==> src/rtl/lutram_fifo64.sv <==
// rtl/lutram_fifo64.sv - 64-deep FWFT FIFO on 64x1 LUT-RAM bit-slices with a registered valid/ready output stage
// Optional feature macro: FIFO_LEVEL_EN adds the registered level output (0..65).
module lutram_fifo64 #(
  parameter int WIDTH = 32
) (
  input  logic             CLK,
  input  logic             Reset,
  input  logic [WIDTH-1:0] wrData,
  input  logic             wrEn,
  output logic             wrFull,
  output logic [WIDTH-1:0] rdData,
  output logic             rdValid,
  input  logic             rdReady,
  output logic             overflow
`ifdef FIFO_LEVEL_EN
  ,
  output logic [6:0]       level
`endif
);

  logic [6:0]       r_wp;
  logic [6:0]       r_rp;
  logic [6:0]       w_cnt;
  logic [6:0]       w_wp_nxt;
  logic [6:0]       w_rp_nxt;
  logic             w_wr;
  logic             w_load;
  logic             w_valid_nxt;
  logic [WIDTH-1:0] w_ram_q;
  logic [WIDTH-1:0] r_data;
  logic             r_valid;
  logic             r_ovf;

  // Occupancy never exceeds 64, so bit 6 of the difference is exactly cnt==64.
  assign w_cnt    = r_wp - r_rp;
  assign wrFull   = w_cnt[6];
  assign w_wr     = wrEn & ~wrFull;
  assign w_load   = (w_cnt != 7'd0) & (~r_valid | rdReady);
  assign w_wp_nxt = r_wp + {6'd0, w_wr};
  assign w_rp_nxt = r_rp + {6'd0, w_load};

  always_comb begin
    w_valid_nxt = r_valid;
    if (w_load) begin
      w_valid_nxt = 1'b1;
    end else if (rdReady) begin
      w_valid_nxt = 1'b0;
    end
  end

  // One 64x1 slice per data bit: clocked write, asynchronous read, no reset.
  for (genvar b = 0; b < WIDTH; b++) begin : g_slice
    logic [63:0] r_bits;
    always_ff @(posedge CLK) begin
      if (w_wr) begin
        r_bits[r_wp[5:0]] <= wrData[b];
      end
    end
    assign w_ram_q[b] = r_bits[r_rp[5:0]];
  end

  always_ff @(posedge CLK or posedge Reset) begin
    if (Reset) begin
      r_wp    <= 7'd0;
      r_rp    <= 7'd0;
      r_valid <= 1'b0;
      r_data  <= '0;
      r_ovf   <= 1'b0;
    end else begin
      r_wp    <= w_wp_nxt;
      r_rp    <= w_rp_nxt;
      r_valid <= w_valid_nxt;
      if (w_load) begin
        r_data <= w_ram_q;
      end
      if (wrEn & wrFull) begin
        r_ovf <= 1'b1;
      end
    end
  end

  assign rdData   = r_data;
  assign rdValid  = r_valid;
  assign overflow = r_ovf;

`ifdef FIFO_LEVEL_EN
  logic [6:0] r_level;
  logic [6:0] w_level_nxt;

  assign w_level_nxt = (w_wp_nxt - w_rp_nxt) + {6'd0, w_valid_nxt};

  always_ff @(posedge CLK or posedge Reset) begin
    if (Reset) begin
      r_level <= 7'd0;
    end else begin
      r_level <= w_level_nxt;
    end
  end

  assign level = r_level;
`endif

endmodule

==> config.mk <==
export PLATFORM = sky130hd
export DESIGN_NAME = lutram_fifo64
export DESIGN_NICKNAME = d
export VERILOG_FILES = /design/src/rtl/lutram_fifo64.sv
export SDC_FILE = /design/constraint.sdc
export NUM_CORES = 2
export LEC_CHECK = 0
export BUFFER_PORTS_ARGS = -buffer_cell sky130_fd_sc_hd__buf_4
export CAP_MARGIN = 20
export CELL_PAD_IN_SITES_DETAIL_PLACEMENT = 0
export CELL_PAD_IN_SITES_GLOBAL_PLACEMENT = 2
export CORE_AREA = 2 2 497 548
export DETAILED_ROUTE_END_ITERATION = 10
export DIE_AREA = 0 0 499 550
export GPL_TIMING_DRIVEN = 0
export MAX_ROUTING_LAYER = met4
export PLACE_DENSITY_LB_ADDON = 0.25
export REMOVE_ABC_BUFFERS = 1
export SETUP_SLACK_MARGIN = 0.3
export SLEW_MARGIN = 10
export SYNTH_ARGS = -nofsm -noshare
export SYNTH_HDL_FRONTEND = slang
export SYNTH_SLANG_ARGS = --single-unit
==> constraint.sdc <==
create_clock -name CLK -period 10.95 [get_ports CLK]
set_input_delay 0.5475 -clock CLK [delete_from_list [all_inputs] [get_ports CLK]]
set_output_delay 0.5475 -clock CLK [all_outputs]
set_load 0.005 [all_outputs]
==> reports/metrics.sh <==
SYNTHFLOPTYPE='edfxtp_1'
SWITCHING_SHARE=0.326
SWITCHING_PWR_mW=7.79
FLOORPLAN.DIE.WIDTH_UM=499
WORST_PATH_DOMINANT_CELL_FAMILY='buffers and inverters'
SYNTH_TOP_AREA_SHARE=0.765
WORSTPATHBUFFERINVERTERCOUNT=7
GRT_START_MAX_NET_PINS=65
WORST_R2R_PATH_DEPTH=14
WL_PER_CELL_UM=31.0
CTS-HOLD-FIX-BUFFERS=1
DRIVE_GT1_FRAC=0.261
PLACE.GP.CONGESTION=0.744
POST-LAYOUT-TOTAL-POWER_mW=23.9
CRIT_PATH_END_KIND='flop'
EDFF_COUNT_SYNTH=2048
YS.WARNINGS.COUNT=0
CRIT_CHAIN='buf_16, buf_16, inv_8, buf_16, ha_1, a21o_1, nand4_1, nand3_1, xnor2_1, buf_4, nand4_1, buf_6, nor2_4, buf_12'
SETUP.WORST_PATH.START='r_rp[2]'
CORE-AREA_MM2=0.269
ANTENNA_LEFT=0
POWER_LEAKAGE_nW=30.2
CAP_VIOL_MAX_COUNT=0
SYNTH_CELL_TYPE_COUNT=49
NUMBER_OF_BUFFERS_ADDED_BY_THE_CLOCK_TREE_SYNTHESIS_STEP=215
MOSTFREQUENTLAYOUTCELLS='edfxtp_1 (2048), mux4_2 (399), mux2i_1 (306)'
MOST_FREQUENT_STANDARD_CELL_IN_THE_LAYOUT_EXCLUDING_FILL_AND_TAP_CELLS='edfxtp_1'
POST_DRT_VIA_CELL_RATIO=5.03
ROUTE.VIAS.TOTAL=38900
REGTOREGENDPOINT='g_slice[5].r_bits[33]'
SETUP.REG_TO_REG.WORST_SLACK_PS=5250
ANTENNA_FOUND_INITIAL=12
TRITONCTS='yes'
SYNTH.CELL_AREA_MM2=0.0804
CLOCK-ROOT-BUFFER='clkbuf_16'
POWER_FRAC_SEQ=0.383
COMBPWRFRAC=0.319
TYPE_OF_THE_WORST_SETUP_PATH='flop to flop'
GRT_FIRST_PASS_WIRELENGTH_MM=331
CRIT_REQUIRED_PS=11470
FINAL.SETUP.TNS_PS=0
FINALCRITICALPERIOD_PS=5700
DIEAREA_MM2=0.274
CTS_POST_SETUP_BUFFERS_INSERTED=0
DIEHEIGHT_UM=550
CELL_INTERNAL_PWR_mW=16.1
WORST_SETUP_PATH_START_KIND='flop'
NETLIST.TOP_CELL.BY_AREA='edfxtp_1'
CTS_RESIZED=0
TIMING.FINAL.MAX_SLEW_VIOLATIONS=0
FINAL_PERIOD_UTIL=0.520
REPORT.FINAL.HOLD_VIOL_COUNT=0
HOLDCRITPATHCLASS='input pin to flop'
FILLERINSTANCES=24700
REG2REG_FROM='r_rp[2]'
FINAL_NET_COUNT=4072
GROUTE.USAGE.OVERALL=0.178
WORST_EP_ARRIVAL_TIME_PS=6220
VIA_COUNT_OF_THE_FIRST_GLOBAL_ROUTING_PASS=39800
MIN_DELAY_PATH_DEPTH=2
SKEW_FINAL_PS=53.2
TIGHTESTPINTRANSITION_PS=1300
POWER_DENSITY_mW_PER_MM2=249
SYNTH.FF_LATCH_COUNT=2096
MAX_CLOCK_FREQ_MHz=176
CTS_MAX_PATH_BUFFERS=4
DRC=0
INITIAL_CORE_UTIL=0.299
YS_ASYNC_SR_FRACTION=0.0229
IOPINCOUNT=71
POSTSYNTHCELLCOUNT=3761
GRT_SETUP_UNREPAIRED='false'
POST_SYNTHESIS_MEAN_INSTANCE_AREA_UM2=21.4
YOSYSSEQAREASHARE=0.780
POWER_FRAC_CLOCK=0.298
OUTCOME='finished, final reports clean'
WORST-PATH-MAX-FANOUT=56
ROWS=200
CLOCK_SINK_COUNT=2096
SKEW_PAIR_LATE_INSERTION_DELAY_PS=870
GRT-OVFL-TOTAL=0
REPORT.FINAL.SETUP_VIOL=0
HOLD-PATH-ENDPOINT='overflow'
CLOCK_TREE.HTREE_LEVEL_COUNT=4
VDD_IR_DROP_MAX_mV=0.158
FIRST_PASS_ITERS=5
PATH_CLK_SLEW_PS=60
DP.FINAL_HPWL_MM=148
DETAILEDROUTE.FIRSTITERATIONVIOLATIONS=3784
CP_SLOWEST_STAGE_DELAY_PS=660
WORST_PATH_MAX_DELAY_CELL='nor2_4'
SYNTHTOLAYOUTAREAGROWTH_PCT=19.2
ROUTE.FINAL.WIRE_LENGTH_MM=240
YOSYS-TOP-CELLS-AREA='edfxtp_1 (76%), mux4_2 (11%), mux2i_1 (3.8%)'
SLEW_HEADROOM=0.110
PORT_BUFFERS=70
MOST_USED_CELL_CP='buf_16'
HOLDCRITSTARTPOINT='wrEn'
## state kept, by name, summed over array words and instances (netlist names)
register	flops
rdData	32
r_rp	7
r_wp	7
overflow	1
rdValid	1
g_slice.r_bits	2048
## cells by family after synthesis
kind of cell / synth area share
DFF: 0.780
buffers and inverters: 0.0135
and+or+nand+nor: 0.0153
xor gates and xnor gates: 0.00142
adders and majority gates: 0.00181
AOI/OAI and AO/OA: 0.0338
muxes: 0.154
## Yosys cell counts, types with 27 or more instances
cell	n
o221ai_1	31
a22oi_1	58
buf_2	54
a21oi_1	95
mux2i_1	306
clkbuf_1	104
nand2_1	122
buf_4	27
mux2_2	32
mux4_2	399
a221oi_1	33
o21ai_0	53
dfrtp_1	48
nor2_1	91
edfxtp_1	2048
## routing by layer
metal | global-route usage | routed length (um)
met1 | 0.233 | 103000
met2 | 0.301 | 122000
met3 | 0.0202 | 10700
met4 | 0.0361 | 4520
met5 | - | 0
## worst reg2reg max path: cells and delay by family (launching register included)
family / cells / cell delay, ps
buffers and inverters: 7 / 2160
xor gates and xnor gates: 1 / 370
AOI/OAI and AO/OA: 1 / 220
adders and majority gates: 1 / 550
DFF: 1 / 640
and+or+nand+nor: 4 / 1400
## area by class of cell
| cell class | count | area (um^2) | share of cell area |
|---|---|---|---|
| Inverter | 10 | 55.1 | 0.000574 |
| Sequential cell | 2096 | 62700 | 0.654 |
| Tap cell | 3535 | 4420 | 0.0462 |
| Clock inverter | 99 | 873 | 0.00911 |
| Antenna cell | 10 | 25.0 | 0.000261 |
| Clock buffer | 288 | 5810 | 0.0606 |
| Timing Repair Buffer | 262 | 4570 | 0.0477 |
| Multi-Input combinational cell | 1440 | 17400 | 0.181 |
## metrics by stage
step	util	hold slack, ps	instances	instance area, um^2	worst slack (ps)
after CTS	0.356	41.7	7725	95800	4310
final	0.356	79.5	7740	95800	5250
after floorplan	-	451	3546	79400	-16580
after global routing	0.356	56.6	7732	95800	5050
after detailed placement	0.331	458	7337	89100	4370
after global placement	0.313	453	7151	84300	-33460
## power groups by stage
stage	logic (mW)	clock network [mW]	registers, mW
2_1_floorplan	4.73	0	9.69
3_3_place_gp	6.80	0	9.94
3_5_place_dp	7.83	0	9.33
4_1_cts	7.85	7.28	9.16
5_1_grt	8.04	7.56	9.17
6_report	7.63	7.11	9.15
## how the worst max path moves through the flow
stage                                  end  slack, ps  cells after the start
finish               g_slice[5].r_bits[33]       5250                     14
global route        g_slice[12].r_bits[50]       5050                     15
CTS                 g_slice[23].r_bits[29]       4310                     12
detailed placement  g_slice[11].r_bits[29]       4370                     12
global placement                   r_rp[5]     -33460                     11
floorplan                          r_rp[5]     -16580                     11
Power figures use the tool's default switching activity.
